===== config.mk =====
export PLATFORM = sky130hd
export DESIGN_NAME = enc
export DESIGN_NICKNAME = d
export VERILOG_FILES = /design/src/rtl/enc.sv
export SDC_FILE = /design/constraint.sdc
export NUM_CORES = 1
export LEC_CHECK = 0
export CELL_PAD_IN_SITES_DETAIL_PLACEMENT = 0
export CELL_PAD_IN_SITES_GLOBAL_PLACEMENT = 2
export CORE_ASPECT_RATIO = 1.4
export CORE_MARGIN = 2
export CORE_UTILIZATION = 24
export DETAILED_ROUTE_END_ITERATION = 10
export MAX_ROUTING_LAYER = met4
export PLACE_DENSITY = 0.9
export SYNTH_ARGS = -nofsm -noshare
export SYNTH_HDL_FRONTEND = slang
export SYNTH_SLANG_ARGS = --single-unit

===== constraint.sdc =====
create_clock -name clk -period 3 [get_ports clk]
set_input_delay 0.75 -clock clk [delete_from_list [all_inputs] [get_ports clk]]
set_output_delay 0.75 -clock clk [all_outputs]
set_load 0.01 [all_outputs]

===== src/rtl/enc.sv =====
// enc: iterative encryptor for the 36-bit generalized-Feistel block cipher.
// One round per clock. Round keys and S-box results come from the shared
// key_gen and sbox instances, which are combinational.
// Optional build macro: ENC_WHITEN_EN (pre-round key whitening on accept).
module enc #(
  parameter int ROUNDS = 16
) (
  input  logic         clk,
  input  logic         rst_n,
  input  logic         encrypt_en,
  input  logic [35:0]  S_I,
  input  logic [15:0]  keyin,
  output logic [143:0] key,
  output logic [6:0]   round_no,
  input  logic [8:0]   round_key_1,
  input  logic [8:0]   round_key_2,
  input  logic [8:0]   round_key_3,
  output logic [8:0]   sboxip_1,
  output logic [8:0]   sboxip_2,
  output logic [8:0]   sboxip_3,
  input  logic [8:0]   sboxop_1,
  input  logic [8:0]   sboxop_2,
  input  logic [8:0]   sboxop_3,
  output logic [35:0]  S_j,
  output logic         busy,
  output logic         done
);

  localparam logic [6:0] LP_ROUNDS = 7'(ROUNDS);

  typedef enum logic [1:0] {
    IDLE,
    RUN,
    DONE
  } fsm_t;

  fsm_t        r_fsm;
  fsm_t        w_fsmNext;
  logic [35:0] r_state;
  logic [35:0] w_stateNext;
  logic [15:0] r_key;
  logic [15:0] w_keyNext;
  logic [6:0]  r_rnd;
  logic [6:0]  w_rndNext;
  logic [35:0] r_sj;
  logic [35:0] w_sjNext;
  logic        r_done;
  logic        w_doneNext;

  logic [8:0]  w_w0;
  logic [8:0]  w_w1;
  logic [8:0]  w_w2;
  logic [8:0]  w_w3;
  logic [35:0] w_roundOut;
  logic [35:0] w_loadValue;

  assign w_w0 = r_state[35:27];
  assign w_w1 = r_state[26:18];
  assign w_w2 = r_state[17:9];
  assign w_w3 = r_state[8:0];

  // S-box inputs follow the live state in every FSM state, not only in RUN.
  assign sboxip_1 = w_w0 ^ round_key_1;
  assign sboxip_2 = w_w1 ^ round_key_2;
  assign sboxip_3 = w_w2 ^ round_key_3;

  // One Feistel round: each word absorbs its neighbour's S-box output, W0 rotates to W3.
  assign w_roundOut = {w_w1 ^ sboxop_1, w_w2 ^ sboxop_2, w_w3 ^ sboxop_3, w_w0};

`ifdef ENC_WHITEN_EN
  // Key whitening folds the raw key into the low 16 bits before round 1.
  assign w_loadValue = S_I ^ {20'b0, keyin};
`else
  assign w_loadValue = S_I;
`endif

  assign key      = {128'b0, r_key};
  assign round_no = (r_fsm == RUN) ? r_rnd : 7'd0;
  assign busy     = (r_fsm != IDLE);
  assign done     = r_done;
  assign S_j      = r_sj;

  // State register for FSM, datapath, key latch, round counter and result.
  always_ff @(posedge clk or negedge rst_n) begin
    if (!rst_n) begin
      r_fsm   <= IDLE;
      r_state <= 36'd0;
      r_key   <= 16'd0;
      r_rnd   <= 7'd0;
      r_sj    <= 36'd0;
      r_done  <= 1'b0;
    end else begin
      r_fsm   <= w_fsmNext;
      r_state <= w_stateNext;
      r_key   <= w_keyNext;
      r_rnd   <= w_rndNext;
      r_sj    <= w_sjNext;
      r_done  <= w_doneNext;
    end
  end

  // Next-state logic: start only from IDLE, run ROUNDS rounds, pulse done for one cycle.
  always_comb begin
    w_fsmNext   = r_fsm;
    w_stateNext = r_state;
    w_keyNext   = r_key;
    w_rndNext   = r_rnd;
    w_sjNext    = r_sj;
    w_doneNext  = 1'b0;
    case (r_fsm)
      IDLE: begin
        if (encrypt_en) begin
          w_fsmNext   = RUN;
          w_stateNext = w_loadValue;
          w_keyNext   = keyin;
          w_rndNext   = 7'd1;
        end
      end
      RUN: begin
        w_stateNext = w_roundOut;
        if (r_rnd == LP_ROUNDS) begin
          w_sjNext   = w_roundOut;
          w_doneNext = 1'b1;
          w_fsmNext  = DONE;
          w_rndNext  = 7'd0;
        end else begin
          w_rndNext = r_rnd + 7'd1;
        end
      end
      DONE: begin
        w_fsmNext = IDLE;
      end
      default: begin
        w_fsmNext = IDLE;
      end
    endcase
  end

endmodule


### After elaboration in Yosys (flattened, before gate mapping)

Index checks and enable logic that the tools add are counted.

| storage, ports and cells | value |
|---|---|
| bits in registers | 98 |
| bits of input ports | 109 |

| operators by class | value |
|---|---|
| add/subtract/negate cells | 1 |
| equal/unequal tests | 4 |
| muxes and demuxes | 11 |
| bitwise gates (word level) | 6 |
| reductions and logical operators | 7 |

Operators by type and width:

| operator | count |
|---|---|
| case mux 36 bit (2 select lines) | 1 |
| bitwise XOR 9 bit | 6 |
| 2-to-1 mux 36 bit | 1 |
| 2-to-1 mux 7 bit | 3 |
| case mux 7 bit (2 select lines) | 1 |
| AND reduction 2 bit | 4 |
| adder 7 x 1 -> 7 bit, second input constant | 1 |
| equality test 7 x 5 -> 1 bit, second input constant | 1 |
| 2-to-1 mux 2 bit | 2 |
| case mux 2 bit (2 select lines) | 1 |
| nonzero test 2 bit | 2 |
| equality test 2 x 1 -> 1 bit, second input constant | 1 |
| logical NOT 2 bit | 1 |
| 2-to-1 mux 1 bit | 2 |
| != test 2 x 1 -> 1 bit, second input constant | 1 |
| != test 2 bit, second input constant | 1 |

### Longest topological paths before layout

Gate-level depths: netlist of run 1.

| depth | value |
|---|---|
| depth in word-level cells | 3 |
| depth in mapped cells | 7 |
| mapped depth without buffers | 6 |

### Least setup slack after synthesis of run 1

OpenSTA, ideal clock, no wires.

| timing | value |
|---|---|
| path kind | register to output |
| from | reg r_fsm[1] |
| to | out round_no[0] |
| arrival time | 1.069 ns |
| required time | 2.250 ns |
| setup slack | 1.181 ns |
| stages on the path, launching flop included | 5 |
| cells stage by stage | dfrtp_1 > nand2b_1 > buf_2 > buf_2 > nor2_1 |

| between the ends | value |
|---|---|
| word-level cells in the longest chain between the ends | 2 |

Ends and longest elaborated chain:

| item | line | text |
|---|---|---|
| from (decl) | 37 | `fsm_t r_fsm;` |
| from (signal assigned) | 93 | `r_fsm <= w_fsmNext;` |
| equality test 2 x 1 -> 1 bit | 78 | `assign round_no = (r_fsm == RUN) ? r_rnd : 7'd0;` |
| 2-to-1 mux 7 bit | 78 |  |
| to (decl) | 14 | `output logic [6:0] round_no,` |

No other way between the ends.

### Worst setup path after layout of run 1

| timing | value |
|---|---|
| from | in round_key_1[8] |
| to | out sboxip_1[8] |

| between the ends | value |
|---|---|
| word-level cells in the longest chain between the ends | 1 |

Ends and longest elaborated chain:

| item | line | text |
|---|---|---|
| from (decl) | 15 | `input logic [8:0] round_key_1,` |
| bitwise XOR 9 bit | 63 | `assign sboxip_1 = w_w0 ^ round_key_1;` |
| to (decl) | 18 | `output logic [8:0] sboxip_1,` |

No other way between the ends.

==> impl_metrics.py, run 1 <==
metrics = {
    "power_and_ir_drop": {
        "p_int_mw": 3.045,
        "p_per_area_mw_per_mm2": 612.6,
        "swShare_pct": 35.92,
        "pwr-share-clk_pct": 23.9,
        "max-vdd-ir-drop_uv": 264.5,
        "combinationalPowerShare_pct": 34.1,
        "p_seq_share_pct": 42.1,
        "power.switching_mw": 1.707,
        "power.leakage_nw": 3.464,
    },
    "cts": {
        "clockRootBuffer": "clkbuf_16",
        "cts_sinks": 98,
        "cts_resized": 0,
        "clock_path_buffers": 2,
        "cts_made_buffers": 9,
        "htreeDepth": 3,
        "clk_pin_slew_ns": 0.07,
        "insertion_delay_ns": 0.36,
        "cts_hold_buf": 0,
        "post-cts-setup-buffer-count": 0,
        "cts_tree": "done",
    },
    "sta": {
        "relSlewSlack_pct": 58.78,
        "finalSetupViolations": 0,
        "timing.final.ws_setup_ns": 0.1208,
        "worst_pin_slew_ns": 0.6184,
        "fin_crit_ns": 2.879,
        "timing.final.crit_share_pct": 95.97,
        "finalHoldViolations": 0,
        "finalSetupTns_ns": 0,
        "final_max_slew_viol_count": 0,
        "fin_skew_ns": 0.006107,
        "rsz0062_at_grt": "no",
        "clock.fmax_ghz": 0.3473,
    },
    "grt": {
        "grt_pass1_wl_um": 26170,
        "grt_start_max_net_pins": 58,
        "grt_pass1_vias": 4234,
        "antenna_found_initial": 1,
        "grtUsageTotal_pct": 14.74,
        "grt-ovfl-total": 0,
    },
    "worst_hold_path": {
        "min_path_type": "input pin to async pin",
    },
    "detailed_routing": {
        "drt-total-wl_um": 17790,
        "wl_met1_um": 6525,
        "top_layer_used": "met4",
        "avgViaCountPerCell": 4.203,
        "dr_wl_met3_um": 1656,
        "drtPass1Iterations": 4,
        "dr_wl_met2_um": 9206,
        "dr.first_iter.drc_count": 218,
        "wl_per_cell_um": 17.38,
        "num_vias": 4304,
        "route.detailed.drc": 0,
        "ant_nets": 0,
    },
    "setup_path": {
        "crit_slowest_cell": "clkdlybuf4s50_1",
        "path_max_fanout": 2,
        "cp.arrival_ns": 2.13,
        "start_kind": "input pin",
        "crit_family": "buffers and inverters",
        "crit_buf_inv": 2,
        "critPathCaptureType": "output pin",
        "path_common_cell": "clkdlybuf4s50_1",
        "timing.rr.start": "r_rnd[0]",
        "crit_start": "round_key_1[8]",
        "critPathKind": "input pin to output pin",
        "cp_data_required_time_ns": 2.25,
        "slowest_delay_ns": 0.62,
        "critical_path.cell_chain": "clkdlybuf4s50_1 -> xor2_1 -> clkdlybuf4s50_1",
    },
    "place": {
        "pre_cts_ws_ns": 0.07872,
        "io_buffers": 196,
        "gp_congestion": 0.7226,
        "hpwlAfterDp_um": 13500,
        "dp_cells": 1008,
        "dpl_cell_area_mm2": 0.007475,
    },
    "finish": {
        "regArea_mm2": 0.002452,
        "nets": 824,
        "multi_input_area_mm2": 0.002544,
        "area_growth_pct": 37.35,
        "fin_cells": 1024,
        "nFillCells": 2390,
        "layout-drive-gt1-share_pct": 10.18,
        "fin_area_mm2": 0.007757,
    },
    "floorplanning": {
        "start_util_pct": 24.34,
        "die-area_mm2": 0.02479,
        "die_h_um": 185.5,
        "std_cell_rows": 66,
        "die_w_um": 133.7,
        "coreArea_mm2": 0.02320,
        "io_pins": 325,
    },
    "yosys": {
        "ys_seq_elements": 98,
        "yosysSeqAreaShare_pct": 43.42,
        "synth-main-ff-cell": "dfrtp_1",
        "syn_avg_cell_area_um2": 10.84,
        "synth_cell_types": 39,
        "synth_cells": 521,
        "synth-warning-count": 0,
        "syn-cell-area_mm2": 0.005648,
        "synth_async_sr_flop_share_pct": 100.0,
        "synth_edf_count": 0,
    },
    "run": {
        "cap_violations": 0,
    },
    "run_status": {
        "status": "finished, final reports clean",
    },
}
synth_stat cells (all sizes together), types with 2 or more instances:
library cell  number  area share [%]
clkbuf            13            0.86
inv                6            0.40
ha                 2            0.44
xor2              52             8.1
xnor2              2            0.31
mux2              50              11
nor3               2            0.18
dfrtp             98              43
mux2i              3            0.53
nand2              7            0.51
o22ai             71             7.9
o21ai              3            0.27
buf              142              19
o311ai             2            0.31
and2               5            0.55
nand3              3            0.27
nand2b             2            0.22
nor3b              2            0.35
nor2               4            0.27
a21oi             39             3.5
a221oi             2            0.31
kinds of logic (layout without fill, tap and decap cells):
| family | Yosys count | after routing | synth area share [%] |
|---|---|---|---|
| mux | 53 | 53 | 11.10 |
| compound gates | 122 | 122 | 12.94 |
| flops | 98 | 98 | 43.42 |
| simple gates | 29 | 29 | 3.500 |
| buf+inv | 162 | 231 | 20.16 |
| other cells | 1 | 129 | 0.06640 |
| xor+xnor | 54 | 54 | 8.374 |
| fa+ha+maj | 2 | 2 | 0.4430 |
power groups by stage:
stage,combinational (mW),clock (mW),sequential [mW]
final,1.62,1.13,2.00
after global placement,1.62,0,2.03
after global routing,1.76,1.24,2.05
after floorplan,0.925,0,1.87
after detailed placement,1.64,0,2.04
after CTS,1.65,1.19,2.01
stage by stage:
stage          total power, mW  hold WS, ns  util [%]
2_1_floorplan            2.798       0.4544         -
3_3_place_gp             3.648       0.4667     32.21
3_5_place_dp             3.681       0.4740     32.21
4_1_cts                  4.851       0.2235     33.42
5_1_grt                  5.056       0.2282     33.43
6_report                 4.752       0.2330     33.43
area by class of cell:
type	instances	share of cell area (%)
clock buffers	11	3.258
flip-flops and latches	98	31.61
repair buffers	209	26.61
well taps	306	4.935
inverters	7	0.4032
clock inverters	4	0.3548
diodes	1	0.03226
multi-input cells	388	32.79
routing by layer:
| layer | track usage [%] | vias to the layer above |
|---|---|---|
| met2 | 26.25 | 258 |
| met5 | - | - |
| met3 | 4.493 | 21 |
| li1 | - | 1966 |
| met4 | 5.277 | 0 |
| met1 | 15.44 | 2059 |
cells in the final DEF, fill, tap and decap left out, types with 2 or more instances in the layout:
master           Yosys  routed
clkdlybuf4s50_1      0     194
conb_1               1     128
dfrtp_1             98      98
o22ai_1             71      71
xor2_1              52      52
a21oi_1             39      39
mux2_2              24      24
mux2_1              17      17
buf_4              129      13
mux2_4               9       9
clkbuf_16            0       9
nand2_1              6       6
and2_1               5       5
inv_1                4       4
nor2_1               4       4
clkinv_4             1       3
o21ai_0              3       3
nand3_1              3       3
mux2i_1              3       3
inv_2                2       2
nand2b_2             0       2
nor3b_2              1       2
xnor2_1              2       2
a221oi_1             2       2
nor3_1               2       2
o311ai_0             2       2
ha_1                 2       2
clkbuf_8             0       2
clkinv_2             0       2
final timing paths:
kind	endpoint	slack, ns	depth (start not counted)
setup / recovery	sboxip_1[8]	0.12	3
hold / removal	S_j[24]	0.23	1
setup reg to reg	S_j[14]	0.75	6
hold reg to reg	S_j[17]	0.49	1
max in group asynchronous	r_key[0]	2.09	2
min in group clk	S_j[17]	0.49	1
sequential cells by signal, indices dropped and copies added, names as in the netlist:
signal and count:
r_state 36, done 1, r_key 16, S_j 36, r_fsm 2, r_rnd 7
worst register-to-register path, stage by stage (launching register included):
cell	delay, ns
dfrtp_1	0.43
inv_1	0.10
ha_1	0.18
nor4bb_4	0.31
nand2_2	0.36
clkinv_4	0.36
mux2_2	0.40
Note: power is estimated with default switching activity, not from simulation.
==> run 2, diff against run 1 <==
- TNS_END_PERCENT: default -> 30
==> results of run 2 <==
Final layout, timing and power as in run 1 (identical DEF).
==> run 3, diff against run 2 <==
- PLACE_DENSITY: 0.9 -> 0.93
==> run 3 against run 2 <==
Effect of this change: via count is 0.28% higher; first-iteration DRC count decreased by 16%; non-clock buffer count shrank 1; critical path type unchanged; critical endpoint is now sboxip_2[8]; largest cell class unchanged; power grew 4.3%.
==> impl_metrics.py, run 3 (synthesis results as in run 1) <==
metrics = {
    "place": {
        "gp_congestion": 0.7402,
        "dp_cells": 1007,
        "pre_cts_ws_ns": -0.02768,
        "hpwlAfterDp_um": 13100,
        "io_buffers": 196,
        "dpl_cell_area_mm2": 0.007480,
    },
    "floorplanning": {
        "die-area_mm2": 0.02479,
        "die_w_um": 133.7,
        "die_h_um": 185.5,
        "std_cell_rows": 66,
        "coreArea_mm2": 0.02320,
        "io_pins": 325,
        "start_util_pct": 24.34,
    },
    "finish": {
        "fin_cells": 1023,
        "layout-drive-gt1-share_pct": 10.20,
        "final_common_cell": "clkdlybuf4s50_1",
        "area_growth_pct": 38.64,
        "final_cell_mix": "clkdlybuf4s50_1, conb_1, dfrtp_1",
        "nets": 823,
        "fin_area_mm2": 0.007830,
        "nFillCells": 2385,
        "final_util_pct": 33.74,
    },
    "power_and_ir_drop": {
        "swShare_pct": 34.43,
        "max-vdd-ir-drop_uv": 332.6,
        "p_seq_share_pct": 40.5,
        "p_int_mw": 3.251,
        "pwr-share-clk_pct": 27.3,
        "power.leakage_nw": 3.490,
        "p_per_area_mw_per_mm2": 633.1,
        "combinationalPowerShare_pct": 32.2,
        "power.switching_mw": 1.707,
    },
    "detailed_routing": {
        "ant_nets": 0,
        "wl_per_cell_um": 17.41,
        "num_vias": 4316,
        "dr.first_iter.drc_count": 184,
        "avgViaCountPerCell": 4.219,
        "drt-total-wl_um": 17810,
        "route.detailed.drc": 0,
        "drtPass1Iterations": 4,
    },
    "sta": {
        "worst_pin_slew_ns": 0.7102,
        "rsz0062_at_grt": "no",
        "fin_skew_ns": 0.01154,
        "final_max_slew_viol_count": 0,
        "fin_crit_ns": 2.897,
        "clock.fmax_ghz": 0.3452,
        "relSlewSlack_pct": 52.65,
        "finalSetupTns_ns": 0,
        "timing.final.crit_share_pct": 96.57,
        "timing.final.ws_setup_ns": 0.1029,
        "finalSetupViolations": 0,
        "finalHoldViolations": 0,
    },
    "setup_path": {
        "slowest_delay_ns": 0.58,
        "start_kind": "input pin",
        "crit_buf_inv": 2,
        "crit_slowest_cell": "clkdlybuf4s50_1",
        "critPathKind": "input pin to output pin",
        "cp.arrival_ns": 2.15,
        "critPathCaptureType": "output pin",
        "critical_path.cell_chain": "clkdlybuf4s50_1 -> xor2_2 -> clkdlybuf4s50_1",
        "r2r_end": "S_j[21]",
        "cp_data_required_time_ns": 2.25,
        "crit_family": "buffers and inverters",
        "r2r_cells": 7,
        "path_common_cell": "clkdlybuf4s50_1",
        "rrSetupSlack_ns": 0.86,
        "timing.rr.start": "r_rnd[0]",
        "path_max_fanout": 1,
    },
    "run_status": {
        "status": "finished, final reports clean",
    },
    "cts": {
        "cts_tree": "done",
        "htreeDepth": 3,
        "clockRootBuffer": "clkbuf_16",
        "insertion_delay_ns": 0.35,
        "cts_made_buffers": 9,
        "clock_path_buffers": 2,
        "clk_pin_slew_ns": 0.07,
        "cts_sinks": 98,
    },
    "grt": {
        "grt_pass1_wl_um": 25850,
        "grt_pass1_vias": 4126,
        "antenna_found_initial": 1,
        "grt_start_max_net_pins": 50,
        "grtUsageTotal_pct": 14.58,
        "grt-ovfl-total": 0,
    },
    "worst_hold_path": {
        "min_path_type": "input pin to async pin",
    },
    "run": {
        "cap_violations": 0,
    },
}
[run 3: area by class of cell]
type                    count  area (µm²)  share of cell area [%]
repair buffers            208        2069                   26.43
diodes                      1       2.502                 0.03196
multi-input cells         388        2551                   32.58
flip-flops and latches     98        2452                   31.32
inverters                   7       31.28                  0.3995
clock buffers               9       225.2                   2.876
well taps                 306       382.9                   4.890
clock inverters             6       115.1                   1.470
[run 3: metal layers]
metal	routed length, µm	part of all wire (%)	track usage [%]
met5	0	0	-
met4	434	2.4	5.277
met3	1355	7.6	3.241
met2	8965	50	25.67
met1	7052	40	16.23
[run 3: power by group through the flow]
stage / registers (mW) / clock network, mW / logic, mW
floorplan: 1.87 / 0 / 0.925
global placement: 2.04 / 0 / 1.59
detailed placement: 2.05 / 0 / 1.61
CTS: 2.03 / 1.42 / 1.62
global route: 2.06 / 1.48 / 1.74
finish: 2.01 / 1.35 / 1.59
[run 3: how the worst max path moves through the flow]
stage                   startpoint           to  depth (start not counted)  slack (ns)
finish              round_key_2[8]  sboxip_2[8]                          3        0.10
global route        round_key_2[8]  sboxip_2[8]                          3        0.06
CTS                 round_key_2[8]  sboxip_2[8]                          3        0.07
detailed placement  round_key_2[8]  sboxip_2[8]                          3       -0.03
global placement    round_key_2[8]  sboxip_2[8]                          3       -0.06
floorplan                 r_fsm[1]  round_no[0]                          4        1.18
[run 3: worst register-to-register path: stages, from the launching register on]
cell	delay [ns]
dfrtp_1	0.42
inv_1	0.08
ha_1	0.22
nor4bb_4	0.17
nand2_2	0.08
buf_4	0.29
clkinv_4	0.34
mux2_1	0.41
[run 3: what timing repair did]
action                                  4_1_cts  5_1_grt
gates resized for setup                       1        0
hold buffers                                  0        0
buffers inserted                              0        0
endpoints found under the setup margin        1        0
[run 3: metrics by stage]
stage	total power, mW	hold slack [ns]
after global placement	3.625	0.4659
final	4.957	0.4499
after CTS	5.060	0.4624
after global routing	5.282	0.4874
after floorplan	2.798	0.4544
after detailed placement	3.663	0.4737
